===== src/rtl/if_prefetch_stage_if.sv =====
// Instruction-memory fetch bus between the prefetch stage and the memory.
// Ports: mem_req/mem_addr (master out), mem_ack/mem_rdata (master in).
interface if_prefetch_stage_if #(
    parameter int unsigned ADDR_W  = 32,
    parameter int unsigned INSTR_W = 32
) ();
    logic               mem_req;
    logic [ADDR_W-1:0]  mem_addr;
    logic               mem_ack;
    logic [INSTR_W-1:0] mem_rdata;

    modport master (
        output mem_req,
        output mem_addr,
        input  mem_ack,
        input  mem_rdata
    );

    modport slave (
        input  mem_req,
        input  mem_addr,
        output mem_ack,
        output mem_rdata
    );
endinterface


===== src/rtl/if_prefetch_stage.sv =====
// Decoupled instruction prefetcher: req/ack fetch into a DEPTH-entry FIFO.
// Ports: clk, rst, freeze, sram_freeze, branch_taken/addr, mem bus, valid/instruction/pc.
module if_prefetch_stage #(
    parameter int unsigned       ADDR_W   = 32,
    parameter int unsigned       INSTR_W  = 32,
    parameter int unsigned       DEPTH    = 4,
    parameter int unsigned       PC_STEP  = 4,
    parameter logic [ADDR_W-1:0] RESET_PC = '0
) (
    input  logic                clk,
    input  logic                rst,
    input  logic                freeze,
    input  logic                sram_freeze,
    input  logic                branch_taken,
    input  logic [ADDR_W-1:0]   branch_addr,
    if_prefetch_stage_if.master mem,
    output logic                valid,
    output logic [INSTR_W-1:0]  instruction,
    output logic [ADDR_W-1:0]   pc
);
    localparam int PTR_W = $clog2(DEPTH);
    localparam logic [PTR_W:0] FULL = (PTR_W+1)'(DEPTH);
    localparam logic [ADDR_W-1:0] STEP = ADDR_W'(PC_STEP);
    localparam logic [0:0] IDLE = 1'b0;
    localparam logic [0:0] WAIT = 1'b1;

    logic [0:0]         state, state_nxt;
    logic               drop;
    logic [ADDR_W-1:0]  fetch_pc, fetch_pc_nxt, req_addr;
    logic [PTR_W-1:0]   rd_ptr, wr_ptr;
    logic [PTR_W:0]     count, count_nxt;
    logic [INSTR_W-1:0] fifo_instr [DEPTH];
    logic [ADDR_W-1:0]  fifo_pc    [DEPTH];
    logic               redirect, pop, ack, push;
    logic               can_issue, can_next;

    assign redirect = branch_taken & ~sram_freeze;
    assign valid    = (count != '0);
    // the branch cycle never pops; the flush discards the head anyway
    assign pop = valid & ~freeze & ~sram_freeze & ~branch_taken;

    // rst gates the combinational issue so mem_req drops immediately
    assign can_issue = ~rst & ~sram_freeze
                     & ((count + (PTR_W+1)'(pop)) < FULL);

    assign mem.mem_req  = (state == WAIT) | can_issue;
    assign mem.mem_addr = (state == WAIT) ? req_addr : fetch_pc;

    assign ack  = mem.mem_req & mem.mem_ack;
    // data returned for a pre-redirect request is discarded
    assign push = ack & ~drop & ~redirect;

    always_comb begin
        fetch_pc_nxt = fetch_pc;
        count_nxt    = count + (PTR_W+1)'(push) - (PTR_W+1)'(pop);
        if (redirect) begin
            fetch_pc_nxt = branch_addr;
            count_nxt    = '0;
        end else if (push) begin
            fetch_pc_nxt = fetch_pc + STEP;
        end
    end

    // room for the next push decides back-to-back issue after an ack
    assign can_next = ~sram_freeze & (count_nxt < FULL);

    always_comb begin
        state_nxt = IDLE;
        if (mem.mem_req & ~ack)
            state_nxt = WAIT;
        else if (ack & can_next)
            state_nxt = WAIT;
    end

    always_ff @(posedge clk or posedge rst) begin
        if (rst) begin
            state    <= IDLE;
            drop     <= 1'b0;
            fetch_pc <= RESET_PC;
            req_addr <= RESET_PC;
            rd_ptr   <= '0;
            wr_ptr   <= '0;
            count    <= '0;
        end else begin
            state    <= state_nxt;
            fetch_pc <= fetch_pc_nxt;
            count    <= count_nxt;
            // hold an unacked request; otherwise preload the next address
            if (mem.mem_req & ~ack)
                req_addr <= mem.mem_addr;
            else
                req_addr <= fetch_pc_nxt;
            if (ack)
                drop <= 1'b0;
            else if (redirect & mem.mem_req)
                drop <= 1'b1;
            if (redirect) begin
                rd_ptr <= '0;
                wr_ptr <= '0;
            end else begin
                if (push)
                    wr_ptr <= wr_ptr + PTR_W'(1);
                if (pop)
                    rd_ptr <= rd_ptr + PTR_W'(1);
            end
        end
    end

    always_ff @(posedge clk) begin
        if (push) begin
            fifo_instr[wr_ptr] <= mem.mem_rdata;
            fifo_pc[wr_ptr]    <= fetch_pc + STEP;
        end
    end

    assign instruction = valid ? fifo_instr[rd_ptr] : '0;
    assign pc          = valid ? fifo_pc[rd_ptr]    : '0;

    a_no_overflow: assert property (
        @(posedge clk) disable iff (rst) count <= FULL
    );
endmodule


===== src/flat_wrapper.sv =====
// flat-port wrapper written by rule: the top's interface ports become plain ports
module if_prefetch_stage_flat 
#(
    parameter int unsigned       ADDR_W   = 32,
    parameter int unsigned       INSTR_W  = 32,
    parameter int unsigned       DEPTH    = 4,
    parameter int unsigned       PC_STEP  = 4,
    parameter logic [ADDR_W-1:0] RESET_PC = '0
)
  (clk, rst, freeze, sram_freeze, branch_taken, branch_addr, valid, instruction, pc, mem_mem_req, mem_mem_addr, mem_mem_ack, mem_mem_rdata);
  if_prefetch_stage_if #(.ADDR_W(ADDR_W), .INSTR_W(INSTR_W)) mem_i ();
  input  logic clk;
  input  logic rst;
  input  logic freeze;
  input  logic sram_freeze;
  input  logic branch_taken;
  input  logic [ADDR_W-1:0] branch_addr;
  output logic valid;
  output logic [INSTR_W-1:0] instruction;
  output logic [ADDR_W-1:0] pc;
  output wire logic [$bits(mem_i.mem_req)-1:0] mem_mem_req;
  output wire logic [$bits(mem_i.mem_addr)-1:0] mem_mem_addr;
  input wire logic [$bits(mem_i.mem_ack)-1:0] mem_mem_ack;
  input wire logic [$bits(mem_i.mem_rdata)-1:0] mem_mem_rdata;
  assign mem_mem_req = mem_i.mem_req;
  assign mem_mem_addr = mem_i.mem_addr;
  assign mem_i.mem_ack = mem_mem_ack;
  assign mem_i.mem_rdata = mem_mem_rdata;
  if_prefetch_stage #(.ADDR_W(ADDR_W), .INSTR_W(INSTR_W), .DEPTH(DEPTH), .PC_STEP(PC_STEP), .RESET_PC(RESET_PC)) u_core (.clk(clk), .rst(rst), .freeze(freeze), .sram_freeze(sram_freeze), .branch_taken(branch_taken), .branch_addr(branch_addr), .mem(mem_i), .valid(valid), .instruction(instruction), .pc(pc));
endmodule

===== config.mk =====
export PLATFORM = sky130hd
export DESIGN_NAME = if_prefetch_stage_flat
export DESIGN_NICKNAME = d
export VERILOG_FILES = /design/src/rtl/if_prefetch_stage_if.sv /design/src/rtl/if_prefetch_stage.sv /design/src/flat_wrapper.sv
export SDC_FILE = /design/constraint.sdc
export NUM_CORES = 1
export LEC_CHECK = 0
export ABC_CLOCK_PERIOD_IN_PS = 4560
export CAP_MARGIN = 20
export CORE_ASPECT_RATIO = 1.5
export CORE_MARGIN = 2
export CORE_UTILIZATION = 45
export CTS_CLUSTER_SIZE = 16
export DETAILED_ROUTE_END_ITERATION = 10
export GPL_TIMING_DRIVEN = 0
export HOLD_SLACK_MARGIN = 0.12
export PLACE_DENSITY = 0.78
export SYNTH_ARGS = -nofsm -noshare
export SYNTH_HDL_FRONTEND = slang
export SYNTH_SLANG_ARGS = --single-unit

===== constraint.sdc =====
create_clock -name clk -period 4.56 [get_ports clk]
set_clock_uncertainty 0.1 [all_clocks]
set_input_delay 0.684 -clock clk [delete_from_list [all_inputs] [get_ports clk]]
set_output_delay 0.684 -clock clk [all_outputs]
set_load 0.01 [all_outputs]

# Word-level counts from Yosys, hierarchy flattened

Memories as Yosys holds them, arrays and structs flattened.
Cells that the tools add are included.

Reductions and logical operators: 4
Mux-type cells: 17
Bitwise logic cells: 21
$lt $le $gt $ge: 2
$add $sub $neg: 6

Operator list:

| cell                                                            | count |
|---|---|
| 32-bit two-way mux                                              | 6 |
| 32-bit by 3-bit adder with 32-bit output, second input constant | 1 |
| 1-bit AND                                                       | 13 |
| 2-bit two-way mux                                               | 4 |
| 1-bit inverter                                                  | 7 |
| 3-bit by 1-bit adder with 3-bit output                          | 2 |
| 3-bit < comparator, second input constant                       | 2 |
| 1-bit two-way mux                                               | 6 |
| 2-bit nonzero test                                              | 3 |
| 2-bit by 1-bit adder with 2-bit output, second input constant   | 2 |
| 3-bit two-way mux                                               | 1 |
| 3-bit nonzero test                                              | 1 |
| 3-bit by 1-bit subtractor with 3-bit output                     | 1 |
| 1-bit OR                                                        | 1 |

Memories kept: 2
Logic and storage cells: 59
Bits in writable memories: 256
Bits in registers: 73
Output and inout bits: 98
Input bits: 70

Memory list:

| memory            | depth | bits a word | rd ports | clocked after memory_dff | wr ports | line                    | text |
|---|---|---|---|---|---|---|---|
| u_core.fifo_instr | 4     | 32          | 1        | 0                        | 1        | if_prefetch_stage.sv:32 | `logic [INSTR_W-1:0] fifo_instr [DEPTH];` |
| u_core.fifo_pc    | 4     | 32          | 1        | 0                        | 1        | if_prefetch_stage.sv:33 | `logic [ADDR_W-1:0] fifo_pc [DEPTH];` |

# Logic depth before layout (Yosys ltp)

Word-level depth: 19
Mapped depth: 15
Depth with buffers taken out: 14

# Worst setup path before layout

Ideal clock, no wire load.

Path kind: input port to flip-flop
From: in branch_taken
To: mem u_core.fifo_instr[0][0] (enable)
Buffers on the path: 1
Slack: 0.291 ns
Arrival time: 3.740 ns
Stages on the path: 6
Data required time: 4.031 ns
Setup time: 0.429 ns
Cell sequence: nor4b_1 ha_1 a21bo_2 a31o_2 clkbuf_1 and3_1

Longest elaborated chain between the ends: 11
Elaborated cells between the ends (all ways): 13
Those cells by class: 1 x add/sub; 1 x order compare; 2 x mux; 9 x bitwise

RTL lines:

| item                                      | line                     | text |
|---|---|---|
| start, declared                           | flat_wrapper.sv:16       | `input logic branch_taken;` |
| 1-bit inverter                            | if_prefetch_stage.sv:40  | `assign pop = valid & ~freeze & ~sram_freeze & ~branch_taken;` |
| 1-bit AND                                 | if_prefetch_stage.sv:40  |  |
| 3-bit by 1-bit adder with 3-bit output    | if_prefetch_stage.sv:44  | `& ((count + (PTR_W+1)'(pop)) < FULL);` |
| 3-bit < comparator                        | if_prefetch_stage.sv:44  |  |
| 1-bit AND                                 | if_prefetch_stage.sv:44  |  |
| 1-bit OR                                  | if_prefetch_stage.sv:46  | `assign mem.mem_req = (state == WAIT) \| can_issue;` |
| 1-bit AND                                 | if_prefetch_stage.sv:49  | `assign ack = mem.mem_req & mem.mem_ack;` |
| 1-bit AND                                 | if_prefetch_stage.sv:51  | `assign push = ack & ~drop & ~redirect;` |
| 1-bit AND *                               | if_prefetch_stage.sv:51  |  |
| 1-bit two-way mux *                       | if_prefetch_stage.sv:110 | `if (push) begin` |
| 1-bit two-way mux (implied by the code) * | if_prefetch_stage.sv:111 | `fifo_instr[wr_ptr] <= mem.mem_rdata;` |
| end, declared                             | if_prefetch_stage.sv:32  |  |

Mark *: on every way between the ends. The rest lies on a longest branch, timed or not.

# Worst setup path after layout

From: in sram_freeze
To: reg u_core.state

Longest elaborated chain between the ends: 18
Elaborated cells between the ends (all ways): 23
Those cells by class: 3 x add/sub; 2 x order compare; 3 x mux; 15 x bitwise

RTL lines:

| item                                   | line                                                                      | text |
|---|---|---|
| start, declared                        | flat_wrapper.sv:15                                                        | `input logic sram_freeze;` |
| 1-bit inverter *                       | if_prefetch_stage.sv:37, if_prefetch_stage.sv:40, if_prefetch_stage.sv:43 |  |
| 1-bit AND (2 in series)                | if_prefetch_stage.sv:40                                                   |  |
| 3-bit by 1-bit adder with 3-bit output | if_prefetch_stage.sv:44                                                   |  |
| 3-bit < comparator                     | if_prefetch_stage.sv:44                                                   |  |
| 1-bit AND                              | if_prefetch_stage.sv:44                                                   |  |
| 1-bit OR                               | if_prefetch_stage.sv:46                                                   |  |
| 1-bit AND                              | if_prefetch_stage.sv:49                                                   |  |
| 1-bit AND (2 in series)                | if_prefetch_stage.sv:51                                                   |  |
| [2 not listed]                         | --                                                                        |  |
| 3-bit two-way mux *                    | if_prefetch_stage.sv:56                                                   | `if (redirect) begin` |
| named net u_core.count_nxt[2]          | if_prefetch_stage.sv:31                                                   | `logic [PTR_W:0] count, count_nxt;` |
| 3-bit < comparator *                   | if_prefetch_stage.sv:65                                                   | `assign can_next = ~sram_freeze & (count_nxt < FULL);` |
| 1-bit AND *                            | if_prefetch_stage.sv:65                                                   |  |
| 1-bit AND *                            | if_prefetch_stage.sv:71                                                   | `else if (ack & can_next)` |
| 1-bit two-way mux *                    | if_prefetch_stage.sv:71                                                   |  |
| 1-bit two-way mux *                    | if_prefetch_stage.sv:69                                                   | `if (mem.mem_req & ~ack)` |
| named net u_core.state_nxt             | if_prefetch_stage.sv:27                                                   | `logic [0:0] state, state_nxt;` |
| end signal, assigned                   | if_prefetch_stage.sv:85                                                   | `state <= state_nxt;` |
| end, declared                          | if_prefetch_stage.sv:27                                                   |  |

The timed path passes the listed nets; every way through them passes the cells marked *.
A chain may end at the register's enable or synchronous reset.

==> key figures <==
Setup path
  – CP Class: in -> reg
  – FF-to-FF setup slack: between 0.5 and 0.6 ns
  – R2R Path End: u_core.state$_DFF_PP0_
  – FF-to-FF path depth: 15
  – Crit path capture type: register
  – Crit Reg-Reg Startpoint: u_core.count[1]$_DFF_PP0_
  – Worst endpoint data arrival time: about 4.4 ns
  – CP Launch Type: primary input
  – CP Max Fanout: 10
  – CP required: slightly below 5 ns

Logic synthesis
  – Unique cell type count in the Yosys netlist: 57
  – Mapped Avg Cell Area: around 16 um2
  – Synth area leader: edfxtp_1
  – Sequential share of the synthesized area: 0.669
  – Flops & latches, synth: 329
  – Synth top area share: 0.541
  – Async SR Flop Fraction: 0.222
  – Prevailing post-synth register cell: edfxtp_1
  – Top cells by area, synth: edfxtp_1 54%, dfrtp_1 13%, mux4_2 10%, mux2_2 3.3%, and2_1 3.2%
  – Number of flops mapped to enable cells by yosys: 256
  – Count of warnings emitted by yosys: 0
  – Net Count, Synth: a little under 1000
  – Post-synthesis instance total: 901
  – Mapped Area: between 10000 and 15000 um2

Timing
  – Final period util: 0.898
  – Final hold violations: 0
  – Least-Margin Pin Slew: 0.909 ns
  – Slew Limit Headroom: 0.394
  – Minimum clock period after layout: between 4 and 5 ns
  – Finish-stage setup viols: 0
  – RSZ-0062 raised after global routing: no
  – Slew Limit Fails: 0
  – Fmax: approximately 0.24 GHz
  – Post-route setup TNS: 0 ns

Cells and area
  – ANT cells: 0
  – Fillers: between 2000 and 2500
  – Post-route cell area: 17500 um2
  – Post-Layout Cell Count: approximately 1500
  – Most common cell after layout, fill and taps aside: edfxtp_1
  – Layout cells sized above 1: 0.171
  – Multi-input logic area: approximately 4400 um2
  – Most frequent cells in the layout: 256 x edfxtp_1, 167 x clkdlybuf4s50_1, 73 x and2_1, 73 x dfrtp_1, 64 x mux4_2
  – FF/Latch Area: around 9500 um2
  – Nets: ~1200
  – Synth-to-Final Area Change: 23.3%

Clock tree
  – Clock Tree Root: clkbuf_16
  – Post-CTS Hold Buffers: 0
  – Clk buf depth: 3
  – Total CTS buffers: 29
  – CTS sink count: between 300 and 400
  – Clk_lat worst skew: roughly 0.56 ns
  – Clk slew on worst S/H paths: 0.06 ns
  – CTS tree: yes
  – Htree depth: 1

Power and ir drop
  – Static leakage: between 0.005 and 0.006 uW
  – Worst VDD drop: approximately 0.25 mV
  – Pwr dens: 550 nW/um2

Min path
  – WHS Path Cells: 2
  – Worst hold path type: reg -> reg
  – Hold-critical path endpoint: u_core.wr_ptr[1]$_DFFE_PP0P_
  – HP Start: u_core.wr_ptr[1]$_DFFE_PP0P_

Run status
  – Status: completed

Drt
  – DR iter-0 viols: 474
  – Routed vias: around 8400
  – Average routed wire per standard cell: 20.9 um
  – Via density: between 5 and 6
  – Routed Antenna Nets: 0
  – DRT Wirelength: around 32000 um
  – Post-route DRC violation count: 0
  – Drt pass-1 iters: 5

Job
  – Max-cap viol count: 0

Global routing
  – Vias in the first global route: just under 9000
  – Remaining global-route overflow: 0
  – Gr usage total: 0.193
  – Wire length of the first global-routing pass: 49000 um
  – Largest net degree at the start of global routing: 74
  – Initial antenna violation count: 0

Floorplan
  – Initial Utilization: 0.458
  – Rows: between 70 and 80
  – Die ar.: between 30000 and 40000 um2
  – I/O pin cnt: between 150 and 200
  – Die Height: 222 um
  – Die Wd: between 100 and 150 um
  – Core box area: around 31000 um2

Place
  – GP Congestion: just under 0.9
  – Area after DPL: 16500 um2
  – Dpl hpwl: 21600 um
  – Cells after DPL: between 1000 and 1500
  – IO Port Bufs: roughly 170
[power by group]
group / internal [uW] / leakage, uW / switching [uW] / total (uW)
combinational: 1690 / 0.00230 / 1610 / 3300
clock: 1490 / 0.000474 / 1060 / 2550
sequential: 3660 / 0.00317 / 145 / 3800
total: 6830 / 0.00594 / 2820 / 9650
[cells by family (layout without fill, tap and decap cells)]
kind of cell    after synthesis  after routing  share of synthesized area
flops                       329            329                      0.669
buf+inv                      72            297                     0.0215
fa+ha+maj                     9              9                    0.00845
xor+xnor                     47             47                     0.0289
simple gates                256            256                      0.103
mux                         108            108                      0.136
compound gates               80             80                     0.0336
[layer usage]
| layer | up-vias | track usage | routed length (um) |
|---|---|---|---|
| li1 | 3830 | - | - |
| met1 | 4229 | 0.231 | 12200 |
| met2 | 268 | 0.353 | 17000 |
| met3 | 63 | 0.0267 | 1660 |
| met4 | 0 | 0.0694 | 989 |
| met5 | - | 0 | 0 |
[worst max path at each step]
stage / endpoint / start / slack [ns]
finish: u_core.state$_DFF_PP0_ / sram_freeze / 0.47
global route: u_core.state$_DFF_PP0_ / sram_freeze / 0.19
CTS: u_core.state$_DFF_PP0_ / sram_freeze / 0.23
detailed placement: u_core.state$_DFF_PP0_ / sram_freeze / -0.37
global placement: u_core.fifo_instr[0][8]$_DFFE_PP_ / sram_freeze / -2.03
floorplan: u_core.fifo_instr[0][0]$_DFFE_PP_ / branch_taken / 0.29
[registers in the layout (all words and copies together) (netlist names)]
| register | count |
|---|---|
| u_core.rd_ptr | 2 |
| u_core.fetch_pc | 32 |
| u_core.wr_ptr | 2 |
| u_core.req_addr | 32 |
| u_core.state | 1 |
| u_core.drop | 1 |
| u_core.count | 3 |
| u_core.fifo_instr | 128 |
| u_core.fifo_pc | 128 |
[metrics by stage]
step                      hold WS (ns)   util  setup slack (ns)  total power, uW
after CTS                        0.487  0.565             0.230             9760
after global routing             0.510  0.565             0.194            10100
after detailed placement         0.478  0.533            -0.375             7200
after global placement           0.454  0.528             -2.03             7120
final                            0.484  0.565             0.466             9650
after floorplan                  0.392      -             0.291             5650
[worst max-delay path, cell delays in order]
cell	delay (ns)
clkdlybuf4s50_1	0.56
nor4b_2	0.56
ha_1	0.27
nand3b_1	0.15
a31oi_1	0.60
buf_2	0.37
nor2_1	0.08
ha_1	0.21
inv_1	0.06
fa_1	0.18
xor2_1	0.19
nor2_1	0.06
nor3_1	0.21
o21ai_0	0.09
and2_1	0.16
[area by class of cell]
type                            instances  area share
Tap cell                              405      0.0289
Clock buffer                           35      0.0438
Multi-Input combinational cell        500       0.253
Timing Repair Buffer                  171       0.102
Buffer                                 63      0.0155
Inverter                                9     0.00207
Clock inverter                         19      0.0132
Sequential cell                       329       0.542
[Yosys cell counts, types with 5 or more instances]
library cell / n
nand3_1: 24
and3_1: 21
clkbuf_1: 40
o21ai_0: 7
a21oi_1: 34
ha_1: 8
nor2_1: 37
a31oi_1: 9
and2_1: 73
dfrtp_1: 73
nand4_1: 17
mux2_2: 42
nor3_1: 8
xnor2_1: 22
o21ai_1: 10
buf_1: 5
edfxtp_1: 256
xor2_1: 25
o211ai_1: 6
nand2_1: 46
buf_2: 15
mux4_2: 64
inv_1: 9
[repair_timing]
action / in CTS / in global routing
setup endpoints to repair: 0 / 1
gates resized for setup: 0 / 1
hold endpoints to repair: 0 / 0
setup buffers: 0 / 0
Note: power is estimated with default switching activity, not from simulation.
